## config.mk

```make
export PLATFORM = sky130hd
export DESIGN_NAME = mul_issue_ctrl
export DESIGN_NICKNAME = d
export VERILOG_FILES = /design/src/rtl/mul_issue_ctrl.sv
export SDC_FILE = /design/constraint.sdc
export NUM_CORES = 1
export LEC_CHECK = 0
export ABC_AREA = 1
export BUFFER_PORTS_ARGS = -buffer_cell sky130_fd_sc_hd__buf_2
export CAP_MARGIN = 20
export CORE_AREA = 2 2 108 110
export DETAILED_ROUTE_END_ITERATION = 8
export DIE_AREA = 0 0 110 112
export GPL_TIMING_DRIVEN = 0
export SLEW_MARGIN = 20
export SYNTH_ARGS = -nofsm -noshare
export SYNTH_HDL_FRONTEND = slang
export SYNTH_SLANG_ARGS = --single-unit
export TNS_END_PERCENT = 50
```

## constraint.sdc

```tcl
create_clock -name clk -period 3.23 [get_ports clk]
set_input_delay 0.646 -clock clk [delete_from_list [all_inputs] [get_ports clk]]
set_output_delay 0.646 -clock clk [all_outputs]
set_load 0.005 [all_outputs]
```

## src/rtl/mul_issue_ctrl.sv

```systemverilog
// Issue/return controller for a shared 3-stage multiplier: arbitrates two requesters,
// tracks in-flight ops with credits and a tag FIFO. Define MUL_RR_ARB_EN for round-robin arbitration.
module mul_issue_ctrl #(
  parameter int MAX_INFLIGHT = 4
) (
  input  logic        clk,
  input  logic        reset,
  input  logic        REQ0_VALID_SD,
  input  logic [1:0]  REQ0_OP_SD,
  input  logic [31:0] REQ0_RS1_SD,
  input  logic [31:0] REQ0_RS2_SD,
  output logic        REQ0_READY_SD,
  input  logic        REQ1_VALID_SD,
  input  logic [1:0]  REQ1_OP_SD,
  input  logic [31:0] REQ1_RS1_SD,
  input  logic [31:0] REQ1_RS2_SD,
  output logic        REQ1_READY_SD,
  output logic        X0_PUSH_SX0,
  output logic [31:0] X0_RS1_RX0,
  output logic [31:0] X0_RS2_RX0,
  output logic [1:0]  X0_SIGNED_RX0,
  output logic        X0_SELECT_MSB_RX0,
  input  logic        X0_FULL_SX0,
  input  logic        X2_EMPTY_SX2,
  input  logic [31:0] X2_RES_RX2,
  output logic        X2_POP_SX2,
  output logic        RES0_VALID_RX3,
  output logic        RES1_VALID_RX3,
  output logic [31:0] RES_DATA_RX3,
  input  logic        FLUSH0_SD,
  output logic        BUSY_SX
);

  localparam int CW = $clog2(MAX_INFLIGHT) + 1;
  localparam int PW = $clog2(MAX_INFLIGHT);
  localparam logic [CW-1:0] CRED_MAX = CW'(MAX_INFLIGHT);

  typedef enum logic [1:0] {S_IDLE, S_ISSUE, S_FULL, S_DRAIN} state_t;

  state_t                  state;
  logic [CW-1:0]           credits;
  logic [CW-1:0]           cred_nxt;
  logic [PW-1:0]           wr_ptr;
  logic [PW-1:0]           rd_ptr;
  logic [MAX_INFLIGHT-1:0] tag_id;
  logic [MAX_INFLIGHT-1:0] tag_killed;
  logic [MAX_INFLIGHT-1:0] tag_occ;
  logic [MAX_INFLIGHT-1:0] killed_nxt;
  logic [MAX_INFLIGHT-1:0] occ_nxt;
  logic                    kill_pending_nxt;

  logic                    req0_elig;
  logic                    req1_elig;
  logic                    can_issue;
  logic                    pick1;
  logic                    issue;
  logic                    pop_tag;
  logic                    head_id;
  logic                    head_killed;
  logic [1:0]              op_sel;
  logic [2:0]              op_dec;

  // {select_msb, rs1_signed, rs2_signed}
  function automatic logic [2:0] decode_op(input logic [1:0] op);
    case (op)
      2'd0:    return 3'b0_11;
      2'd1:    return 3'b1_11;
      2'd2:    return 3'b1_10;
      default: return 3'b1_00;
    endcase
  endfunction

  // Credits saturate at the maximum so stale pops after reset are harmless.
  function automatic logic [CW-1:0] credit_next(input logic [CW-1:0] c,
                                                input logic dec, input logic inc);
    if (dec && !inc) return c - CW'(1);
    if (inc && !dec) return (c == CRED_MAX) ? c : c + CW'(1);
    return c;
  endfunction

  // Stage SD: arbitration and issue into x0
  assign req0_elig = REQ0_VALID_SD & ~FLUSH0_SD & (state != S_DRAIN);
  assign req1_elig = REQ1_VALID_SD;
  assign can_issue = ~reset & ~X0_FULL_SX0 & (credits != '0);

`ifdef MUL_RR_ARB_EN
  logic prio;
  assign pick1 = req1_elig & (~req0_elig | prio);
`else
  assign pick1 = req1_elig & ~req0_elig;
`endif

  assign issue         = can_issue & (req0_elig | req1_elig);
  assign REQ0_READY_SD = issue & ~pick1;
  assign REQ1_READY_SD = issue & pick1;
  assign X0_PUSH_SX0   = issue;

  assign op_sel            = pick1 ? REQ1_OP_SD : REQ0_OP_SD;
  assign op_dec            = decode_op(op_sel);
  assign X0_SELECT_MSB_RX0 = op_dec[2];
  assign X0_SIGNED_RX0     = op_dec[1:0];
  assign X0_RS1_RX0        = pick1 ? REQ1_RS1_SD : REQ0_RS1_SD;
  assign X0_RS2_RX0        = pick1 ? REQ1_RS2_SD : REQ0_RS2_SD;

  // Stage SX2: result pop and tag lookup
  assign X2_POP_SX2  = ~X2_EMPTY_SX2;
  assign pop_tag     = X2_POP_SX2 & tag_occ[rd_ptr];
  assign head_id     = tag_id[rd_ptr];
  assign head_killed = tag_killed[rd_ptr] | (FLUSH0_SD & ~head_id);
  assign cred_nxt    = credit_next(credits, issue, X2_POP_SX2);
  assign BUSY_SX     = (credits != CRED_MAX);

  always_comb begin
    occ_nxt    = tag_occ;
    killed_nxt = tag_killed;
    for (int i = 0; i < MAX_INFLIGHT; i++) begin
      if (FLUSH0_SD && tag_occ[i] && !tag_id[i]) killed_nxt[i] = 1'b1;
    end
    if (pop_tag) occ_nxt[rd_ptr] = 1'b0;
    if (issue) begin
      occ_nxt[wr_ptr]    = 1'b1;
      killed_nxt[wr_ptr] = FLUSH0_SD & ~pick1;
    end
    kill_pending_nxt = |(occ_nxt & killed_nxt);
  end

  always_ff @(posedge clk) begin
    if (issue) tag_id[wr_ptr] <= pick1;
  end

  // Stage RX3: registered result return and controller state
  always_ff @(posedge clk) begin
    if (reset) begin
      state          <= S_IDLE;
      credits        <= CRED_MAX;
      wr_ptr         <= '0;
      rd_ptr         <= '0;
      tag_occ        <= '0;
      tag_killed     <= '0;
      RES0_VALID_RX3 <= 1'b0;
      RES1_VALID_RX3 <= 1'b0;
      RES_DATA_RX3   <= '0;
`ifdef MUL_RR_ARB_EN
      prio           <= 1'b0;
`endif
    end else begin
      credits    <= cred_nxt;
      tag_occ    <= occ_nxt;
      tag_killed <= killed_nxt;
      if (issue)   wr_ptr <= wr_ptr + PW'(1);
      if (pop_tag) rd_ptr <= rd_ptr + PW'(1);
      RES0_VALID_RX3 <= pop_tag & ~head_killed & ~head_id;
      RES1_VALID_RX3 <= pop_tag & ~head_killed & head_id;
      if (X2_POP_SX2) RES_DATA_RX3 <= X2_RES_RX2;
`ifdef MUL_RR_ARB_EN
      if (issue) prio <= ~pick1;
`endif
      if (kill_pending_nxt)        state <= S_DRAIN;
      else if (cred_nxt == CRED_MAX) state <= S_IDLE;
      else if (cred_nxt == '0)     state <= S_FULL;
      else                         state <= S_ISSUE;
    end
  end

endmodule
```

==> impl_metrics.json, run 1 <==
{
  "outcome": "completed",
  "n_antenna_cell": 0,
  "drtPass1Iterations": 4,
  "areaGrowthSynthToFinish_pct": 53.1,
  "cts_root_buffer": "sky130_fd_sc_hd__clkbuf_16",
  "timing.critical_path.slowest_cell_delay_ns": 0.36,
  "total_power_of_the_final_layout_mw": 1.81,
  "ys_ff_latch": 55,
  "power.switching_fraction": 0.305,
  "cellPowerDensity_nw_per_um2": 368,
  "final_period_minus_worst_setup_slack_ns": 2.80,
  "total_leakage_power_nw": 2.92,
  "post_route_cell_area_um2": 4910,
  "track_usage": 0.186,
  "cp-end-kind": "primary output",
  "design.portCount": 277,
  "cpMaxStageDelayCell": "sky130_fd_sc_hd__clkbuf_1",
  "synth_sequential_area_ratio": 0.356,
  "maxCapViolations": 0,
  "clk_pin_slew_worst_paths_ns": 0.07,
  "drcViolationCount": 0,
  "grt_first_pass_wirelength_mm": 18.1,
  "core_um2": 11200,
  "holdBufCountCts": 0,
  "antenna_found_initial": 0,
  "floorplan.initialDensity": 0.287,
  "grt_start_max_net_pins": 18,
  "timing.max_slew.rel_slack": 0.613,
  "final_antenna_net_count": 0,
  "avgRoutedWirePerCell_um": 12.7,
  "cts.repair_timing.setup_buffer_count": 0,
  "final_layout_size_suffix_gt1_frac": 0.382,
  "worst-setup-path-type": "in -> out",
  "period_share": 0.868,
  "fmax_ghz": 0.357,
  "synth_cell_types": 29,
  "globalplace.congestion": 0.895,
  "timing.critical_path.from_type": "primary input",
  "setup_violations": 0,
  "crit_arrival_ns": 2.16,
  "numClockSinks": 55,
  "clockPowerShare": 0.296,
  "layout.nets": 989,
  "globalRoute.totalOverflow": 0,
  "synthesis.instances": 524,
  "drt_iter0_drc": 187,
  "sum_of_negative_setup_slack_ns": 0,
  "irDropWorstVdd_mv": 0.237,
  "num_rows": 39,
  "port_buffers": 276,
  "holdCritPathClass": "reg -> reg",
  "mappedNetlistNets": 706,
  "ys.warnings.count": 0,
  "netSwitchingPower_mw": 0.552,
  "synthesis.area_per_instance_um2": 6.12,
  "crit_path_max_fanout": 10,
  "fp.dieH_um": 112,
  "cts_htree_levels": 2,
  "tightestPinTransition_ns": 0.581,
  "route.final.wire_length_mm": 12.1,
  "floorplan.die.width_um": 110,
  "first_global_vias": 3753,
  "detailed_place_hpwl_mm": 10.1,
  "rsz0062_at_grt": "no",
  "fin_hold_ws_ns": 0.477,
  "report.final.slew_viol_count": 0,
  "cts-buffers-inserted": 5,
  "seq_power_share": 0.416,
  "num_vias": 4146,
  "route.detailed.vias_per_inst": 4.36,
  "skew_ns": 0.00222,
  "post_dp_cell_area_um2": 4770,
  "design.die.area_um2": 12300,
  "timing.critical_path.cells": "buf_2 -> inv_2 -> nand3_1 -> nand2_1 -> buf_2 -> clkbuf_1 -> nand2_1 -> nand2_1 -> buf_2",
  "finalHoldViolCount": 0,
  "clkLatencyLatePin_ns": 0.29,
  "cts-root-to-sink-buffers": 2,
  "synthesized_area_um2": 3210,
  "p_int_mw": 1.26,
  "number_of_gates_resized_after_cts": 0,
  "tritoncts_clock_tree": "done",
  "worst_setup_slack_final_ns": 0.427,
  "worst-endpoint-required_ns": 2.58,
  "pre_cts_slack_ns": 0.399,
  "combPwrFrac": 0.288
}
==> worst max-delay path, delay by kind of cell <==
kind / cells / cell delay, ns
simple gates: 4 / 0.57
buf+inv: 5 / 0.94
==> per-stage QoR <==
stage,utilization,instances
4_1_cts,0.439,951
5_1_grt,0.439,951
3_5_place_dp,0.427,943
3_3_place_gp,0.427,943
2_1_floorplan,-,524
6_report,0.439,951
==> placed cells by master, fill, tap and decap left out, types with 3 or more instances in the layout <==
master                      instances
sky130_fd_sc_hd__nand4_1            4
sky130_fd_sc_hd__inv_1             29
sky130_fd_sc_hd__clkbuf_16          5
sky130_fd_sc_hd__dfxtp_1           51
sky130_fd_sc_hd__nand2_1          232
sky130_fd_sc_hd__buf_2            289
sky130_fd_sc_hd__o21ai_0           42
sky130_fd_sc_hd__a21oi_1           15
sky130_fd_sc_hd__nor2_1            73
sky130_fd_sc_hd__ha_1              11
sky130_fd_sc_hd__edfxtp_1           4
sky130_fd_sc_hd__nand3_1           14
sky130_fd_sc_hd__buf_1              3
sky130_fd_sc_hd__clkbuf_1          11
==> Yosys cell counts <==
library cell / count / area share
sky130_fd_sc_hd__nand2_1: 232 / 0.27
sky130_fd_sc_hd__o211ai_1: 2 / 0.0047
sky130_fd_sc_hd__xnor2_1: 1 / 0.0027
sky130_fd_sc_hd__or2_1: 1 / 0.0020
sky130_fd_sc_hd__or2_2: 2 / 0.0039
sky130_fd_sc_hd__nor2_1: 73 / 0.085
sky130_fd_sc_hd__nand2_4: 2 / 0.0070
sky130_fd_sc_hd__nor2_2: 2 / 0.0039
sky130_fd_sc_hd__and3_1: 1 / 0.0020
sky130_fd_sc_hd__inv_2: 1 / 0.0012
sky130_fd_sc_hd__buf_2: 13 / 0.020
sky130_fd_sc_hd__nand4_1: 4 / 0.0078
sky130_fd_sc_hd__a21oi_1: 15 / 0.023
sky130_fd_sc_hd__o21ai_0: 42 / 0.066
sky130_fd_sc_hd__nor2_8: 1 / 0.0062
sky130_fd_sc_hd__nand3_1: 14 / 0.022
sky130_fd_sc_hd__nand2_2: 2 / 0.0039
sky130_fd_sc_hd__ha_1: 11 / 0.043
sky130_fd_sc_hd__clkbuf_1: 11 / 0.013
sky130_fd_sc_hd__buf_1: 3 / 0.0035
sky130_fd_sc_hd__a32oi_1: 1 / 0.0027
sky130_fd_sc_hd__dfxtp_1: 51 / 0.32
sky130_fd_sc_hd__inv_1: 29 / 0.034
sky130_fd_sc_hd__inv_4: 1 / 0.0020
sky130_fd_sc_hd__a21oi_2: 1 / 0.0027
sky130_fd_sc_hd__mux2i_1: 1 / 0.0031
sky130_fd_sc_hd__o21bai_1: 1 / 0.0023
sky130_fd_sc_hd__edfxtp_1: 4 / 0.037
sky130_fd_sc_hd__o31ai_1: 2 / 0.0047
==> layout make-up <==
cell class | count | area [µm²]
Clock buffer | 5 | 125
Clock inverter | 3 | 18.8
Multi-Input combinational cell | 411 | 1830
Sequential cell | 55 | 1140
Inverter | 31 | 119
Tap cell | 143 | 179
Timing Repair Buffer | 276 | 1380
Buffer | 27 | 118
Fill cell | 1251 | 6260
==> path summary, 6_finish.rpt <==
path | start | end | slack (ns) | cells after the start
setup / recovery | FLUSH0_SD | X0_RS1_RX0[18] | 0.43 | 9
setup reg to reg | credits[0] | state[1] | 1.45 | 10
hold / removal | RES_DATA_RX3[17] | RES_DATA_RX3[17] | 0.48 | 2
hold reg to reg | RES_DATA_RX3[17] | RES_DATA_RX3[17] | 0.48 | 2
==> layer usage <==
layer	global-route usage	up-vias	wire length (µm)
met4	0.0312	0	80
li1	-	2191	-
met3	0.0375	6	992
met2	0.305	154	5620
met1	0.256	1795	5400
met5	0	-	0
==> state kept, by name, summed over array words and instances (netlist names) <==
register,flops
RES0_VALID_RX3,1
RES1_VALID_RX3,1
RES_DATA_RX3,32
credits,3
rd_ptr,2
state,2
tag_id,4
tag_killed,4
tag_occ,4
wr_ptr,2
==> cells by family (layout without fill, tap and decap cells) <==
logic type	after synthesis	count (layout)	synth area share
fa+ha+maj	11	11	0.0429
compound gates	64	64	0.106
buf+inv	58	342	0.0737
flops	55	55	0.356
simple gates	334	334	0.416
mux	1	1	0.00312
xor+xnor	1	1	0.00273
==> power groups by stage <==
| stage | logic [mW] | registers (mW) | clock network (mW) |
|---|---|---|---|
| after floorplan | 0.251 | 0.769 | 0 |
| after global placement | 0.523 | 0.768 | 0 |
| after detailed placement | 0.523 | 0.769 | 0 |
| after CTS | 0.525 | 0.753 | 0.549 |
| after global routing | 0.601 | 0.758 | 0.579 |
| final | 0.521 | 0.752 | 0.536 |
(Power assumes the default switching activity.)
==> run 2, diff against run 1 <==
Settings changed: CORE_AREA 2 2 108 110 to 8 8 102 104, PLACE_DENSITY set to 0.78.
==> impl_metrics.json, run 2 (synthesis gave the netlist of run 1 again) <==
{
  "outcome": "completed",
  "worst-setup-path-type": "in -> out",
  "rsz0062_at_grt": "no",
  "antenna_found_initial": 0,
  "holdCritPathClass": "reg -> reg",
  "place.detailed.instances": 911,
  "design.die.area_um2": 12300,
  "largest_register_ffs": 32,
  "netSwitchingPower_mw": 0.522,
  "total_leakage_power_nw": 2.88,
  "num_rows": 35,
  "final_period_minus_worst_setup_slack_ns": 2.87,
  "wl_met3_mm": 1.32,
  "num_vias": 4057,
  "irDropWorstVdd_mv": 0.186,
  "areaGrowthSynthToFinish_pct": 50.1,
  "cts-root-to-sink-buffers": 2,
  "total_power_of_the_final_layout_mw": 1.64,
  "detailed_place_hpwl_mm": 11.0,
  "whs_path_depth": 2,
  "final_layout_size_suffix_gt1_frac": 0.381,
  "floorplan.initialDensity": 0.361,
  "period_share": 0.888,
  "port_buffers": 276,
  "cts-buffers-inserted": 5,
  "grt_start_max_net_pins": 17,
  "worst_setup_slack_final_ns": 0.362,
  "track_usage": 0.197,
  "core_um2": 8890,
  "worst-endpoint-required_ns": 2.58,
  "drcViolationCount": 0,
  "fillers": 950,
  "pre_cts_slack_ns": 0.398,
  "detailroute.wirelength.met2_mm": 6.23,
  "drtPass1Iterations": 5,
  "drt_iter0_drc": 306,
  "finalHoldViolCount": 0,
  "setup_violations": 0,
  "number_of_cell_instances_on_the_worst_register_to_register_path": 13,
  "crit_arrival_ns": 2.22,
  "report.final.slew_viol_count": 0,
  "cts_htree_levels": 2,
  "globalplace.congestion": 0.976,
  "crit_path_max_fanout": 10,
  "grt_first_pass_wirelength_mm": 19.4,
  "maxCapViolations": 0,
  "route.detailed.vias_per_inst": 4.41,
  "tritoncts_clock_tree": "done",
  "fin_cells": 919,
  "seq_power_share": 0.457,
  "tightestPinTransition_ns": 0.523,
  "route.final.wire_length_mm": 12.8,
  "p_int_mw": 1.12,
  "fmax_ghz": 0.349,
  "highest_layer": "met4",
  "skew_ns": 0.00496,
  "final_core_utilization": 0.541,
  "fp.dieH_um": 112,
  "clockPowerShare": 0.225,
  "number_of_gates_resized_after_cts": 0,
  "design.portCount": 277,
  "top_register": "RES_DATA_RX3",
  "final_antenna_net_count": 0,
  "floorplan.die.width_um": 110,
  "timing.critical_path.from_type": "primary input",
  "sum_of_negative_setup_slack_ns": 0,
  "globalRoute.totalOverflow": 0,
  "combPwrFrac": 0.318,
  "cts_root_buffer": "sky130_fd_sc_hd__clkbuf_8",
  "power.switching_fraction": 0.318,
  "clkLatencyLatePin_ns": 0.30,
  "layout_commonest_cell": "sky130_fd_sc_hd__buf_2",
  "timing.max_slew.rel_slack": 0.651,
  "most_frequent_cells_in_the_layout": "sky130_fd_sc_hd__buf_2, sky130_fd_sc_hd__nand2_1, sky130_fd_sc_hd__nor2_1",
  "n_antenna_cell": 0,
  "first_global_vias": 3889,
  "met1_wire_length_mm": 5.11,
  "cellPowerDensity_nw_per_um2": 342,
  "cp-end-kind": "primary output",
  "clk_pin_slew_worst_paths_ns": 0.09,
  "holdBufCountCts": 0,
  "numClockSinks": 55,
  "cts.repair_timing.setup_buffer_count": 0,
  "avgRoutedWirePerCell_um": 14.0,
  "layout.nets": 989
}
-- run 2: final timing paths --
kind / slack [ns] / endpoint / startpoint
worst max-delay path: 0.36 / X0_RS1_RX0[18] / FLUSH0_SD
worst min-delay path: 0.48 / RES_DATA_RX3[13] / RES_DATA_RX3[13]
worst max register to register: 1.48 / state[1] / credits[0]
worst min register to register: 0.48 / RES_DATA_RX3[13] / RES_DATA_RX3[13]
-- run 2: layer usage --
layer | vias up | GRT usage
met5 | - | 0
met4 | 0 | 0.0396
met3 | 15 | 0.0578
met2 | 160 | 0.340
met1 | 1693 | 0.232
li1 | 2189 | -
-- run 2: final cells by class --
| cell class | instances | area [µm²] | area share |
|---|---|---|---|
| inverters | 31 | 119 | 0.0247 |
| clock buffers | 6 | 72.6 | 0.0151 |
| plain buffers | 27 | 118 | 0.0244 |
| multi-input cells | 411 | 1830 | 0.380 |
| flip-flops and latches | 55 | 1140 | 0.237 |
| clock inverters | 2 | 12.5 | 0.00260 |
| well taps | 111 | 139 | 0.0289 |
| repair buffers | 276 | 1380 | 0.287 |
-- run 2: per-stage QoR --
stage	hold WS [ns]	area [µm²]
after floorplan	0.447	3210
after global placement	0.456	4730
after detailed placement	0.466	4730
after CTS	0.486	4810
after global routing	0.506	4810
final	0.482	4810
-- run 2: worst max-delay path: stages --
cell	delay (ns)
sky130_fd_sc_hd__buf_2	0.13
sky130_fd_sc_hd__inv_2	0.10
sky130_fd_sc_hd__nand3_1	0.14
sky130_fd_sc_hd__nand2_1	0.22
sky130_fd_sc_hd__buf_2	0.25
sky130_fd_sc_hd__clkbuf_1	0.37
sky130_fd_sc_hd__nand2_1	0.16
sky130_fd_sc_hd__nand2_1	0.10
sky130_fd_sc_hd__buf_2	0.11
-- run 2: power by group through the flow --
stage	registers (mW)	logic, mW	clock network (mW)
global route	0.758	0.591	0.414
floorplan	0.769	0.251	0
CTS	0.752	0.525	0.385
finish	0.752	0.522	0.370
global placement	0.766	0.519	0
detailed placement	0.768	0.523	0
==> run 3, diff against run 2 <==
Settings changed: CAP_MARGIN 20 to unset, CORE_AREA 8 8 102 104 to unset, CORE_MARGIN set to 8, CORE_UTILIZATION set to 39, DIE_AREA 0 0 110 112 to unset, PLACE_DENSITY 0.78 to 0.82, TNS_END_PERCENT 50 to unset.
Clock period 3.23 ns to 3.1 ns, I/O delays scaled along.
==> impl_metrics.json, run 3 (synthesis gave the netlist of run 1 again) <==
{
  "fmax_ghz": 0.367,
  "fp.dieH_um": 107,
  "globalRoute.totalOverflow": 0,
  "grt_first_pass_wirelength_mm": 19.5,
  "route.final.wire_length_mm": 13.1,
  "detailed_place_hpwl_mm": 11.1,
  "floorplan.initialDensity": 0.396,
  "areaGrowthSynthToFinish_pct": 49.9,
  "grt_start_max_net_pins": 18,
  "most_frequent_cells_in_the_layout": "sky130_fd_sc_hd__buf_2, sky130_fd_sc_hd__nand2_1, sky130_fd_sc_hd__nor2_1",
  "clk_pin_slew_worst_paths_ns": 0.09,
  "grt_util_met1": 0.240,
  "number_of_cell_instances_on_the_worst_register_to_register_path": 13,
  "met3_usage": 0.0744,
  "fin_cells": 913,
  "n_antenna_cell": 0,
  "setup_violations": 0,
  "critPathLaunch": "FLUSH0_SD",
  "timing.max_slew.rel_slack": 0.646,
  "tightestPinTransition_ns": 0.531,
  "tritoncts_clock_tree": "done",
  "sum_of_negative_setup_slack_ns": 0,
  "fillers": 868,
  "num_vias": 4111,
  "cp-end-kind": "primary output",
  "drtPass1Iterations": 4,
  "timing.critical_path.from_type": "primary input",
  "route.detailed.vias_per_inst": 4.50,
  "first_global_vias": 3814,
  "cts-root-to-sink-buffers": 2,
  "top_register": "RES_DATA_RX3",
  "rsz0062_at_grt": "no",
  "number_of_gates_resized_after_cts": 0,
  "design.die.area_um2": 11400,
  "floorplan.die.width_um": 107,
  "drcViolationCount": 0,
  "holdCritPathClass": "reg -> reg",
  "skew_ns": 0.0112,
  "holdBufCountCts": 0,
  "drt_iter0_drc": 247,
  "maxCapViolations": 0,
  "setup_slack_on_the_worst_flop_to_flop_path_ns": 1.34,
  "clkLatencyLatePin_ns": 0.31,
  "layout_commonest_cell": "sky130_fd_sc_hd__buf_2",
  "period_share": 0.878,
  "cts-buffers-inserted": 5,
  "outcome": "completed",
  "final_period_minus_worst_setup_slack_ns": 2.72,
  "layout.nets": 989,
  "met2_usage": 0.371,
  "total_leakage_power_nw": 2.89,
  "largest_register_ffs": 32,
  "top_usage_layer": "met2",
  "avgRoutedWirePerCell_um": 14.4,
  "place.detailed.instances": 905,
  "port_buffers": 276,
  "crit_path_max_fanout": 10,
  "min_to": "tag_occ[0]",
  "num_rows": 33,
  "rr_startpoint": "credits[0]",
  "critical_path.reg2reg.endpoint": "state[1]",
  "cts_htree_levels": 2,
  "final_antenna_net_count": 0,
  "irDropWorstVdd_mv": 0.253,
  "worst-endpoint-required_ns": 2.48,
  "cts_root_buffer": "sky130_fd_sc_hd__clkbuf_8",
  "report.final.slew_viol_count": 0,
  "numClockSinks": 55,
  "finalHoldViolCount": 0,
  "crit_arrival_ns": 2.10,
  "cellPowerDensity_nw_per_um2": 360,
  "antenna_found_initial": 0,
  "min_from": "tag_occ[0]",
  "core_um2": 8090,
  "whs_path_depth": 2,
  "worst-setup-path-type": "in -> out",
  "cts.repair_timing.setup_buffer_count": 0,
  "final_layout_size_suffix_gt1_frac": 0.381,
  "globalplace.congestion": 0.980,
  "track_usage": 0.212,
  "design.portCount": 277
}
## run 3: cell count changes in the layout (fill, tap and decap cells not counted)
cell                         previous run  this run
sky130_fd_sc_hd__clkinv_2               1         0
sky130_fd_sc_hd__clkinvlp_4             1         0
sky130_fd_sc_hd__inv_4                  1         2
sky130_fd_sc_hd__inv_6                  0         1
## run 3: cell type report
class | instances | area (µm²) | area share
clock inverters | 2 | 15.0 | 0.00312
well taps | 105 | 131 | 0.0273
clock buffers | 6 | 72.6 | 0.0151
inverters | 31 | 119 | 0.0247
repair buffers | 276 | 1380 | 0.287
flip-flops and latches | 55 | 1140 | 0.237
multi-input cells | 411 | 1830 | 0.381
plain buffers | 27 | 118 | 0.0245
## run 3: power breakdown
part           internal (mW)  switching [mW]  total (mW)  leakage, nW
sequential             0.759          0.0244       0.784        0.457
combinational          0.251           0.296       0.547         2.38
clock                  0.164           0.235       0.398       0.0461
total                   1.17           0.555        1.73         2.89
## run 3: how the worst max path moves through the flow
stage	to	slack [ns]
after floorplan	X0_RS1_RX0[13]	0.93
after global placement	X0_RS1_RX0[13]	0.36
after detailed placement	X0_RS1_RX0[17]	0.41
after CTS	X0_RS1_RX0[17]	0.41
after global routing	X0_RS1_RX0[16]	0.20
final	X0_RS1_RX0[17]	0.38
## run 3: through the flow
stage | hold WS (ns) | total power, mW | setup slack, ns | util | instance area [µm²]
6_report | 0.483 | 1.73 | 0.377 | 0.594 | 4810
5_1_grt | 0.497 | 1.84 | 0.202 | 0.594 | 4810
4_1_cts | 0.482 | 1.74 | 0.413 | 0.594 | 4810
3_5_place_dp | 0.467 | 1.35 | 0.415 | 0.583 | 4720
3_3_place_gp | 0.457 | 1.34 | 0.363 | 0.583 | 4720
2_1_floorplan | 0.447 | 1.06 | 0.935 | - | 3210
## run 3: critical path: stages
cell and delay, ns:
sky130_fd_sc_hd__buf_2 0.13, sky130_fd_sc_hd__inv_2 0.09, sky130_fd_sc_hd__nand3_1 0.14, sky130_fd_sc_hd__nand2_1 0.19, sky130_fd_sc_hd__buf_2 0.26, sky130_fd_sc_hd__clkbuf_1 0.35, sky130_fd_sc_hd__nand2_1 0.12, sky130_fd_sc_hd__nand2_1 0.09
sky130_fd_sc_hd__buf_2 0.11
## run 3: per-layer routing
metal / up-vias / share of wire
met5: - / 0
li1: 2188 / -
met1: 1747 / 0.40
met3: 11 / 0.091
met4: 0 / 0.012
met2: 165 / 0.50
